[config.mk]
export PLATFORM = sky130hd
export DESIGN_NAME = multi_code_lock_ctrl
export DESIGN_NICKNAME = d
export VERILOG_FILES = /design/src/rtl/lock_pkg.sv /design/src/rtl/code_entry_buf.sv /design/src/rtl/multi_code_lock_ctrl.sv
export SDC_FILE = /design/constraint.sdc
export NUM_CORES = 1
export LEC_CHECK = 0
export ABC_AREA = 1
export ABC_CLOCK_PERIOD_IN_PS = 2900
export BUFFER_PORTS_ARGS = -buffer_cell sky130_fd_sc_hd__buf_2
export CORE_ASPECT_RATIO = 0.9
export CORE_MARGIN = 8
export CORE_UTILIZATION = 45
export CTS_CLUSTER_DIAMETER = 80
export DETAILED_ROUTE_END_ITERATION = 7
export HOLD_SLACK_MARGIN = 0.05
export PLACE_DENSITY = 0.69
export SLEW_MARGIN = 20
export SYNTH_ARGS = -nofsm -noshare
export SYNTH_HDL_FRONTEND = slang
export SYNTH_SLANG_ARGS = --single-unit
[constraint.sdc]
create_clock -name hwclk -period 2.9 [get_ports hwclk]
set_clock_uncertainty 0.2 [all_clocks]
set_input_delay 0.58 -clock hwclk [delete_from_list [all_inputs] [get_ports hwclk]]
set_output_delay 0.58 -clock hwclk [all_outputs]
set_load 0.01 [all_outputs]
[src/rtl/lock_pkg.sv]
// Shared key codes, FSM state encoding and the packed code word for the code lock.
// Latency: n/a (types and constants only).
// Backpressure: n/a.
package lock_pkg;

  localparam int CODE_DIGIT_W = 4;
  localparam int CODE_MAX_LEN = 8;
  localparam int CODE_LEN_W   = $clog2(CODE_MAX_LEN + 1);

  localparam logic [CODE_DIGIT_W-1:0] KEY_LOCK   = 4'd9;
  localparam logic [CODE_DIGIT_W-1:0] KEY_PROG   = 4'd8;
  localparam logic [CODE_DIGIT_W-1:0] KEY_CANCEL = 4'd7;

  typedef enum logic [3:0] {
    S_IDLE          = 4'd0,
    S_ENTER_UC      = 4'd1,
    S_CHECK_UC      = 4'd2,
    S_TOGGLE        = 4'd3,
    S_ENTER_PC      = 4'd4,
    S_CHECK_PC      = 4'd5,
    S_ENTER_NEW     = 4'd6,
    S_ENTER_CONFIRM = 4'd7,
    S_COMMIT        = 4'd8,
    S_OK_BLINK      = 4'd9,
    S_FAIL_BLINK    = 4'd10,
    S_LOCKOUT       = 4'd11
  } state_t;

  // Digit i sits at digits[i*CODE_DIGIT_W +: CODE_DIGIT_W]; unused positions are zero,
  // so two words are equal exactly when length and entered digits are equal.
  typedef struct packed {
    logic [CODE_MAX_LEN*CODE_DIGIT_W-1:0] digits;
    logic [CODE_LEN_W-1:0]                len;
  } code_t;

endpackage

[src/rtl/code_entry_buf.sv]
// Keypad entry buffer: collects digits into a packed code word, flags overflow.
// Latency: append/clear visible one cycle after the strobe.
// Backpressure: none; digits past MAX_LEN are dropped and set the overflow flag.
module code_entry_buf
  import lock_pkg::*;
#(
  parameter int DIGIT_W = CODE_DIGIT_W,
  parameter int MAX_LEN = CODE_MAX_LEN
) (
  input  logic                  hwclk,
  input  logic                  rst,
  input  logic                  clr,
  input  logic                  app,
  input  logic [DIGIT_W-1:0]    digit,
  output logic [CODE_LEN_W-1:0] len,
  output logic                  ovf,
  output code_t                 word
);

  logic [CODE_MAX_LEN*CODE_DIGIT_W-1:0] digits;
  logic [CODE_LEN_W-1:0]                cnt;

  // Clear wins over append; a full buffer keeps its contents and only records the overflow.
  always_ff @(posedge hwclk) begin
    if (rst || clr) begin
      digits <= '0;
      cnt    <= '0;
      ovf    <= 1'b0;
    end else if (app) begin
      if (cnt == CODE_LEN_W'(MAX_LEN)) begin
        ovf <= 1'b1;
      end else begin
        digits[32'(cnt)*DIGIT_W +: DIGIT_W] <= digit;
        cnt <= cnt + 1'b1;
      end
    end
  end

  assign len  = cnt;
  assign word = '{digits: digits, len: cnt};

endmodule

[src/rtl/multi_code_lock_ctrl.sv]
// Keypad code lock with several user slots, programmer-code reprogramming and failure lockout.
// Latency: a check resolves 1-2 cycles after the terminating key; blink/lockout phases are timed.
// Backpressure: none; keys arriving in non-entry states are simply ignored.
module multi_code_lock_ctrl
  import lock_pkg::*;
#(
  parameter int    DIGIT_W     = CODE_DIGIT_W,
  parameter int    MAX_LEN     = CODE_MAX_LEN,
  parameter int    MIN_LEN     = 4,
  parameter int    NUM_SLOTS   = 4,
  parameter int    MAX_FAILS   = 3,
  parameter int    LOCKOUT_CYC = 1000,
  parameter int    BLINK_CYC   = 100,
  parameter code_t PC_INIT     = '{digits: '0, len: CODE_LEN_W'(MIN_LEN)}
) (
  input  logic                           hwclk,
  input  logic                           rst,
  input  logic                           key_valid,
  input  logic [DIGIT_W-1:0]             key,
  input  logic [$clog2(NUM_SLOTS)-1:0]   slot_sel,
  output logic                           locked,
  output logic                           led_entry,
  output logic                           led_ok,
  output logic                           led_fail,
  output logic [3:0]                     state_o,
  output logic [$clog2(MAX_FAILS+1)-1:0] fail_cnt_o
);

  localparam int SLOT_W  = $clog2(NUM_SLOTS);
  localparam int FAIL_W  = $clog2(MAX_FAILS + 1);
  localparam int TMR_MAX = (LOCKOUT_CYC > BLINK_CYC) ? LOCKOUT_CYC : BLINK_CYC;
  // Bit 3 of the timer drives the 8-cycle blink, so keep at least four bits.
  localparam int TMR_W   = ($clog2(TMR_MAX + 1) < 4) ? 4 : $clog2(TMR_MAX + 1);

  state_t                state, state_n;
  logic [FAIL_W-1:0]     fail_cnt;
  logic [TMR_W-1:0]      timer;
  code_t                 slot_code [NUM_SLOTS];
  logic [NUM_SLOTS-1:0]  slot_vld;
  code_t                 pc_code, cand;
  logic [SLOT_W-1:0]     slot_tgt;

  logic                  k_lock, k_prog, k_cancel, k_digit, k_term;
  logic                  buf_clr, buf_app, buf_ovf, entry_bad, user_match, timed;
  logic                  do_toggle, do_commit, fail_inc, fail_clr, cand_ld, tgt_ld;
  logic                  blink_done, lock_done;
  logic [CODE_LEN_W-1:0] buf_len;
  code_t                 buf_word;

  assign k_lock    = key_valid && (key == KEY_LOCK);
  assign k_prog    = key_valid && (key == KEY_PROG);
  assign k_cancel  = key_valid && (key == KEY_CANCEL);
  assign k_digit   = key_valid && !k_lock && !k_prog && !k_cancel;
  // User entry terminates on LOCK; every programming entry terminates on PROG.
  assign k_term    = (state == S_ENTER_UC) ? k_lock : k_prog;
  assign entry_bad = (buf_len < CODE_LEN_W'(MIN_LEN)) || buf_ovf;

  assign timed      = (state == S_OK_BLINK) || (state == S_FAIL_BLINK) || (state == S_LOCKOUT);
  assign blink_done = (timer == TMR_W'(BLINK_CYC - 1));
  assign lock_done  = (timer == TMR_W'(LOCKOUT_CYC - 1));

  // Every ENTER_* state starts from an empty buffer, including ENTER_NEW -> ENTER_CONFIRM.
  assign buf_clr = (state_n != state) &&
                   (state_n inside {S_ENTER_UC, S_ENTER_PC, S_ENTER_NEW, S_ENTER_CONFIRM});

  code_entry_buf #(.DIGIT_W(DIGIT_W), .MAX_LEN(MAX_LEN)) u_buf (
    .hwclk (hwclk),
    .rst   (rst),
    .clr   (buf_clr),
    .app   (buf_app),
    .digit (key),
    .len   (buf_len),
    .ovf   (buf_ovf),
    .word  (buf_word)
  );

  // A user entry matches when any valid slot holds the same length and digits.
  always_comb begin
    user_match = 1'b0;
    for (int i = 0; i < NUM_SLOTS; i++) begin
      if (slot_vld[i] && (slot_code[i] == buf_word)) user_match = 1'b1;
    end
  end

  // State register.
  always_ff @(posedge hwclk) begin
    if (rst) state <= S_IDLE;
    else     state <= state_n;
  end

  // Next-state and control strobes; the key seen on a transition belongs to the old state.
  always_comb begin
    state_n   = state;
    buf_app   = 1'b0;
    do_toggle = 1'b0;
    do_commit = 1'b0;
    fail_inc  = 1'b0;
    fail_clr  = 1'b0;
    cand_ld   = 1'b0;
    tgt_ld    = 1'b0;
    case (state)
      S_IDLE: begin
        if (k_lock)      state_n = S_ENTER_UC;
        else if (k_prog) state_n = S_ENTER_PC;
      end
      S_ENTER_UC, S_ENTER_PC, S_ENTER_NEW, S_ENTER_CONFIRM: begin
        if (k_cancel) begin
          state_n = S_IDLE;
        end else if (k_digit) begin
          buf_app = 1'b1;
        end else if (k_term) begin
          if (entry_bad) begin
            state_n  = S_FAIL_BLINK;
            fail_inc = 1'b1;
          end else begin
            case (state)
              S_ENTER_UC:  state_n = S_CHECK_UC;
              S_ENTER_PC:  state_n = S_CHECK_PC;
              S_ENTER_NEW: begin
                cand_ld = 1'b1;
                state_n = S_ENTER_CONFIRM;
              end
              default: begin
                if (buf_word == cand) begin
                  state_n = S_COMMIT;
                end else begin
                  state_n  = S_FAIL_BLINK;
                  fail_inc = 1'b1;
                end
              end
            endcase
          end
        end
      end
      S_CHECK_UC: begin
        if (k_cancel) begin
          state_n = S_IDLE;
        end else if (user_match) begin
          state_n = S_TOGGLE;
        end else begin
          state_n  = S_FAIL_BLINK;
          fail_inc = 1'b1;
        end
      end
      S_CHECK_PC: begin
        if (k_cancel) begin
          state_n = S_IDLE;
        end else if (buf_word == pc_code) begin
          state_n = S_ENTER_NEW;
          tgt_ld  = 1'b1;
        end else begin
          state_n  = S_FAIL_BLINK;
          fail_inc = 1'b1;
        end
      end
      S_TOGGLE: begin
        do_toggle = 1'b1;
        fail_clr  = 1'b1;
        state_n   = S_OK_BLINK;
      end
      S_COMMIT: begin
        do_commit = 1'b1;
        fail_clr  = 1'b1;
        state_n   = S_OK_BLINK;
      end
      S_OK_BLINK: begin
        if (blink_done) state_n = S_IDLE;
      end
      S_FAIL_BLINK: begin
        if (blink_done) begin
          if (fail_cnt == FAIL_W'(MAX_FAILS)) state_n = S_LOCKOUT;
          else                                state_n = S_IDLE;
        end
      end
      S_LOCKOUT: begin
        if (lock_done) begin
          fail_clr = 1'b1;
          state_n  = S_IDLE;
        end
      end
      default: state_n = S_IDLE;
    endcase
  end

  // Lock state, failure counter, phase timer and code storage.
  always_ff @(posedge hwclk) begin
    if (rst) begin
      locked   <= 1'b1;
      fail_cnt <= '0;
      timer    <= '0;
      slot_vld <= NUM_SLOTS'(1);
      pc_code  <= PC_INIT;
      cand     <= '0;
      slot_tgt <= '0;
      for (int i = 0; i < NUM_SLOTS; i++) slot_code[i] <= '0;
      slot_code[0] <= PC_INIT;
    end else begin
      if (do_toggle) locked <= ~locked;
      if (fail_clr)                                        fail_cnt <= '0;
      else if (fail_inc && fail_cnt != FAIL_W'(MAX_FAILS)) fail_cnt <= fail_cnt + 1'b1;
      // Timer restarts on every state change and only runs in the timed phases.
      if ((state_n != state) || !timed) timer <= '0;
      else                              timer <= timer + 1'b1;
      if (cand_ld) cand     <= buf_word;
      if (tgt_ld)  slot_tgt <= slot_sel;
      if (do_commit) begin
        slot_code[slot_tgt] <= cand;
        slot_vld[slot_tgt]  <= 1'b1;
      end
    end
  end

  assign state_o    = state;
  assign fail_cnt_o = fail_cnt;
  assign led_entry  = state inside {S_ENTER_UC, S_ENTER_PC, S_ENTER_NEW, S_ENTER_CONFIRM};
  assign led_ok     = (state == S_OK_BLINK) && !timer[3];
  assign led_fail   = ((state == S_FAIL_BLINK) && !timer[3]) || (state == S_LOCKOUT);

endmodule

==> flow_metrics.tcl, run 1 <==
set metrics [dict create \
    run_status "complete, no violations" \
    cp-start-kind "flop" \
    wl_per_cell_um 20.9 \
    diodes 0 \
    yosys_register_bits 240 \
    hold_viol 0 \
    numCtsBuffers 26 \
    worst_slack_ns 0.115 \
    clk_pin_slew_ns 0.06 \
    grt_pass1_wl_um 65200 \
    vias 11600 \
    synth_fp_nets 1645 \
    chipHeight_um 173 \
    critPathRequiredTime_ns 3.18 \
    initial_utilization_pct 45.8 \
    p_leak_nw 5.84 \
    min_period_ns 2.79 \
    cts_buffer_depth 3 \
    placed_area_um2 13500 \
    wl_met2_um 18200 \
    drv_cap 0 \
    post-route-period-util_pct 96.0 \
    place_ws_ns -0.0198 \
    wl_um 43900 \
    cp_max_fo 15 \
    route.antenna.remaining_nets 0 \
    dr.max_layer_used "met4" \
    endpoint_kind "flop" \
    root_buffer "clkbuf_16" \
    io_buffers 18 \
    fin_area_um2 14700 \
    drt_iter0_markers 1625 \
    dp_cells 2040 \
    multi_input_area_um2 5530 \
    synth.distinct_cells 45 \
    fmax_mhz 359 \
    fin_util_pct 54.3 \
    holdWs_ns 0.241 \
    max-vdd-ir-drop_v 0.000475 \
    firstDrtPassIters 6 \
    synthesis.yosys.warnings 0 \
    routed_via_density 5.55 \
    rsz0062_at_grt "yes" \
    seqCellArea_um2 5920 \
    fin_nets 1737 \
    grt_overflow 0 \
    final_cell_mix "362 x nand2_1, 273 x nor2_1, 190 x inv_1" \
    coreArea_um2 27000 \
    syn_inst 1628 \
    syn_area_um2 12400 \
    power_density_nw_per_um2 532 \
    tritoncts "done" \
    wl_met3_um 5290 \
    place.gp.congestion 1.00 \
    track_usage_pct 25.8 \
    syn_to_final_growth_pct 18.6 \
    max_slew_margin_pct 48.8 \
    min_path_type "reg -> reg" \
    instances_no_fill 2094 \
    grt_max_degree 73 \
    layout_commonest_cell "nand2_1" \
    arrival_ns 3.06 \
    finalSetupViolations 0 \
    nFillCells 2480 \
    ios 19 \
    cts.sinks 240 \
    synth_area_per_cell_um2 7.61 \
    clock_latency_ns 0.55 \
    worstMarginPinSlew_ns 0.768 \
    die_w_um 191 \
    grt_pass1_vias 10800 \
    yosysSeqAreaShare_pct 47.5 \
    h-tree-depth 1 \
    critPathKind "reg -> reg" \
    drive_above_1_share_pct 17.0 \
    dp_hpwl_um 31200 \
    die_area_um2 33100 \
    antenna_found_initial 0 \
    drc 0 \
    num_rows 57 \
    met1_length_um 18400 \
    hold_buffers 0 \
    maxSlewViolCount 0 \
]
[final timing paths]
| path | from | to | slack (ns) | depth (start not counted) |
|---|---|---|---|---|
| worst max-delay path | u_buf.digits[18]$_SDFFE_PP0P_ | u_buf.digits[16]$_SDFFE_PP0P_ | 0.11 | 18 |
| worst max register to register | u_buf.digits[18]$_SDFFE_PP0P_ | u_buf.digits[16]$_SDFFE_PP0P_ | 0.11 | 18 |
| worst min-delay path | slot_vld[0]$_SDFFE_PP1P_ | slot_vld[0]$_SDFFE_PP1P_ | 0.24 | 2 |
| worst min register to register | slot_vld[0]$_SDFFE_PP1P_ | slot_vld[0]$_SDFFE_PP1P_ | 0.24 | 2 |
[cell usage after synthesis (all sizes together)]
library cell,instances,area share [%]
a21boi,1,0.061
nand3,39,1.7
xnor2,28,2.0
o21bai,1,0.061
o211ai,5,0.30
dfxtp,132,21
or2,6,0.30
nor2,328,11
xor2,33,2.3
nor3b,1,0.061
inv,206,6.3
buf,27,1.3
clkbuf,37,1.2
nor4,10,1.0
nor3,40,1.7
clkinv,3,0.091
o21ai,120,4.9
nand4,28,1.4
nand3b,2,0.12
ha,8,0.81
o311ai,1,0.071
o22ai,2,0.10
edfxtp,108,26
a21oi,52,2.1
nand2,372,11
a211oi,37,2.2
mux2,1,0.091
[worst max-delay path: stages, from the launching register on]
cell	delay [ns]
dfxtp_2	0.36
buf_4	0.17
xor2_1	0.15
nor2_1	0.20
nand2_1	0.18
nor2_1	0.12
nand3_1	0.13
nor2_1	0.14
nor2_2	0.07
nand3_2	0.08
nand3_1	0.12
nand2_1	0.08
inv_1	0.05
nor2_2	0.12
nand2_1	0.09
nand2_2	0.08
nand2_4	0.09
buf_12	0.18
nor2_1	0.10
[through the flow]
stage / total power, mW / TNS [ns]
floorplan: 3.89 / 0
global placement: 4.04 / -0.744
detailed placement: 4.04 / -0.218
CTS: 7.82 / 0
global route: 8.01 / -0.260
finish: 7.82 / 0
[cell type report]
cell class,count,share of cell area (%)
Sequential cell,240,40.3
Multi-Input combinational cell,1115,37.6
Timing Repair Buffer,126,6.76
Inverter,209,5.44
Clock buffer,34,5.20
Tap cell,354,3.02
Clock inverter,14,1.58
Timing Repair inverter,2,0.0682
[flip-flops by register name (all words and copies together) (netlist names)]
signal / count
u_buf.ovf: 1
locked: 1
cand: 36
slot_tgt: 2
state_o: 4
u_buf.len: 4
slot_vld: 4
fail_cnt_o: 2
u_buf.digits: 32
timer: 10
slot_code: 144
[kinds of logic after synthesis]
group                      Yosys count  synth area share, %
buffers and inverters              273                 8.79
AOI/OAI and AO/OA                  219                 9.82
xor gates and xnor gates            61                 4.31
DFF                                240                 47.5
muxes                                1               0.0909
adders and majority gates            8                0.808
and+or+nand+nor                    826                 28.6
[repair_timing]
item | in CTS | in global routing
gates cloned | 0 | 3
endpoints found under the hold margin | 0 | 0
setup buffers | 0 | 3
pin swaps | 0 | 6
endpoints found under the setup margin | 35 | 50
resized for setup | 1 | 66
[power breakdown]
part | switching [mW] | total (mW) | leakage (nW) | internal, mW
clock network | 1.44 | 3.82 | 0.481 | 2.39
logic | 0.260 | 0.372 | 3.17 | 0.113
registers | 0.0377 | 3.62 | 2.19 | 3.58
total | 1.73 | 7.82 | 5.84 | 6.08
[routing by layer]
metal / track usage, % / vias up
met5: 0 / -
met4: 10.2 / 0
met3: 5.31 / 123
met2: 37.0 / 680
met1: 37.1 / 5431
li1: - / 5382
(Power assumes the default switching activity.)
==> run 2: changes to the inputs <==
--- a/config.mk
+++ b/config.mk
@@ -10,11 +10,11 @@
 export BUFFER_PORTS_ARGS = -buffer_cell sky130_fd_sc_hd__buf_2
 export CORE_ASPECT_RATIO = 0.9
 export CORE_MARGIN = 8
-export CORE_UTILIZATION = 45
+export CORE_UTILIZATION = 30
 export CTS_CLUSTER_DIAMETER = 80
 export DETAILED_ROUTE_END_ITERATION = 7
 export HOLD_SLACK_MARGIN = 0.05
-export PLACE_DENSITY = 0.69
+export PLACE_DENSITY = 0.52
 export SLEW_MARGIN = 20
 export SYNTH_ARGS = -nofsm -noshare
 export SYNTH_HDL_FRONTEND = slang
==> run 2 against run 1 <==
Against the previous run:
- critical path depth shrank 1
- worst hold slack lost 0.046 ns
- sequential power is essentially flat
- largest cell class unchanged
- cell count grew 11%
- final area grew 3.8%
- count of clock-buffer cells in the layout grew 14
- non-clock buffer count grew 30
- largest power group is now sequential cells
- via count shrank 2.4%
- routed wire length grew 7.4%
==> flow_metrics.tcl, run 2 (same netlist as run 1, synthesis figures left out) <==
set metrics [dict create \
    fin_area_um2 15200 \
    die_area_um2 48000 \
    ios 19 \
    holdWs_ns 0.195 \
    route.antenna.remaining_nets 0 \
    syn_to_final_growth_pct 23.1 \
    cts_buffer_depth 3 \
    antenna_found_initial 3 \
    critPathKind "reg -> reg" \
    max_slew_margin_pct 46.1 \
    post-route-period-util_pct 96.3 \
    maxSlewViolCount 0 \
    cts.sinks 240 \
    routed_via_density 4.90 \
    fin_nets 1768 \
    grt_use_met1_pct 27.2 \
    firstDrtPassIters 5 \
    fin_total_pwr_mw 7.62 \
    cpLargestDelayFamily "simple AND/OR/NAND/NOR gates" \
    power_density_nw_per_um2 500 \
    slowest_delay_ns 0.34 \
    grt_overflow 0 \
    numCtsBuffers 29 \
    clock_latency_ns 0.59 \
    final_cell_mix "354 x nand2_1, 267 x nor2_1, 189 x inv_1" \
    vias 11300 \
    cp-start-kind "flop" \
    tritoncts "done" \
    top_regs "slot_code (144), cand (36), u_buf.digits (32)" \
    place.gp.congestion 0.986 \
    p_leak_nw 6.03 \
    hp-start "slot_sel[1]" \
    hold_viol 0 \
    min_path_type "in -> reg" \
    wl_um 47100 \
    cp_cell_sequence "buf_4 -> nor4_4 -> buf_4 -> nand4_1 -> nor2_2 -> buf_4 -> nand3_2 -> buf_4 -> nand4_1 -> nand2_1 -> nand2_1 -> nor2_4 -> nand2_2 -> nand2_4 -> nand2_8 -> clkbuf_16 -> nor2_2" \
    run_status "complete, no violations" \
    h-tree-depth 1 \
    track_usage_pct 18.9 \
    slowest_stage "dfxtp_1" \
    grt_pass1_vias 10500 \
    critPathRequiredTime_ns 3.17 \
    min_period_ns 2.79 \
    grt_use_met2_pct 27.9 \
    chipHeight_um 209 \
    fin_tns_setup_ns 0 \
    grt_pass1_wl_um 68700 \
    drt_iter0_markers 1060 \
    busiest_layer "met2" \
    io_buffers 18 \
    fmax_mhz 358 \
    cp_max_fo 7 \
    rr_worst_depth 17 \
    wl_per_cell_um 20.4 \
    drc 0 \
    layout_commonest_cell "nand2_1" \
    placed_area_um2 13900 \
    initial_utilization_pct 30.5 \
    clk_pin_slew_ns 0.06 \
    drv_cap 0 \
    gr-usage-met3_pct 4.52 \
    cp_num_cells 17 \
    root_buffer "clkbuf_16" \
    cp-startpoint "u_buf.digits[7]$_SDFFE_PP0P_" \
    arrival_ns 3.06 \
    crit_top_cell "buf_4" \
    critPathBufInv 5 \
    hold_depth 3 \
    num_rows 70 \
    top_register "slot_code" \
    max-vdd-ir-drop_v 0.000441 \
    finalSetupViolations 0 \
    diodes 0 \
    worstMarginPinSlew_ns 0.809 \
    drive_above_1_share_pct 19.2 \
    nFillCells 4279 \
    grt_max_degree 73 \
    largest_reg_flops 144 \
    fin_util_pct 37.5 \
    reg2reg_from "u_buf.digits[7]$_SDFFE_PP0P_" \
    endpoint_kind "flop" \
    dp_hpwl_um 34500 \
    coreArea_um2 40600 \
    die_w_um 230 \
]
==> run 2: where the power goes <==
group | total (mW) | leakage, nW | switching, mW | internal [mW]
Clock | 3.58 | 0.445 | 1.51 | 2.07
Combinational | 0.416 | 3.40 | 0.284 | 0.132
Sequential | 3.62 | 2.19 | 0.0373 | 3.58
==> run 2: layer usage <==
layer  share of wire, %  vias to the layer above
met4                2.4                        4
met3                8.3                       81
li1                   -                     5462
met2                 42                      403
met5              0.057                        -
met1                 47                     5393
==> run 2: what timing repair did <==
action                     CTS  global route
pin swaps                    2            14
resized for setup            4            96
buffers inserted             0             4
cloned                       0             3
setup endpoints to repair   38            50
hold buffers                 0             0
==> run 2: path summary, 6_finish.rpt <==
kind | to | slack (ns)
max | u_buf.digits[30]$_SDFFE_PP0P_ | 0.11
min | slot_tgt[1]$_SDFFE_PP0P_ | 0.19
max reg2reg | u_buf.digits[30]$_SDFFE_PP0P_ | 0.11
min reg2reg | slot_vld[0]$_SDFFE_PP1P_ | 0.25
==> run 2: worst min-delay path: cells and delay by family <==
kind	cells	cell delay [ns]
buffers and inverters	1	0.09
AO/OA/AOI/OAI	2	0.27
==> run 2: area by class of cell <==
cell class / instances / area (um2) / share of cell area, %
clock inverters: 6 / 51.3 / 0.337
inverters: 209 / 807 / 5.29
repair buffers: 156 / 1260 / 8.29
well taps: 540 / 676 / 4.43
multi-input cells: 1115 / 5650 / 37.0
flip-flops and latches: 240 / 5920 / 38.8
clock buffers: 48 / 878 / 5.76
==> run 2: per-stage QoR <==
stage	worst slack (ns)	instances
global route	-0.0179	2314
finish	0.108	2314
CTS	0.0156	2307
detailed placement	-0.100	2253
floorplan	0.0187	1628
global placement	-0.104	2253
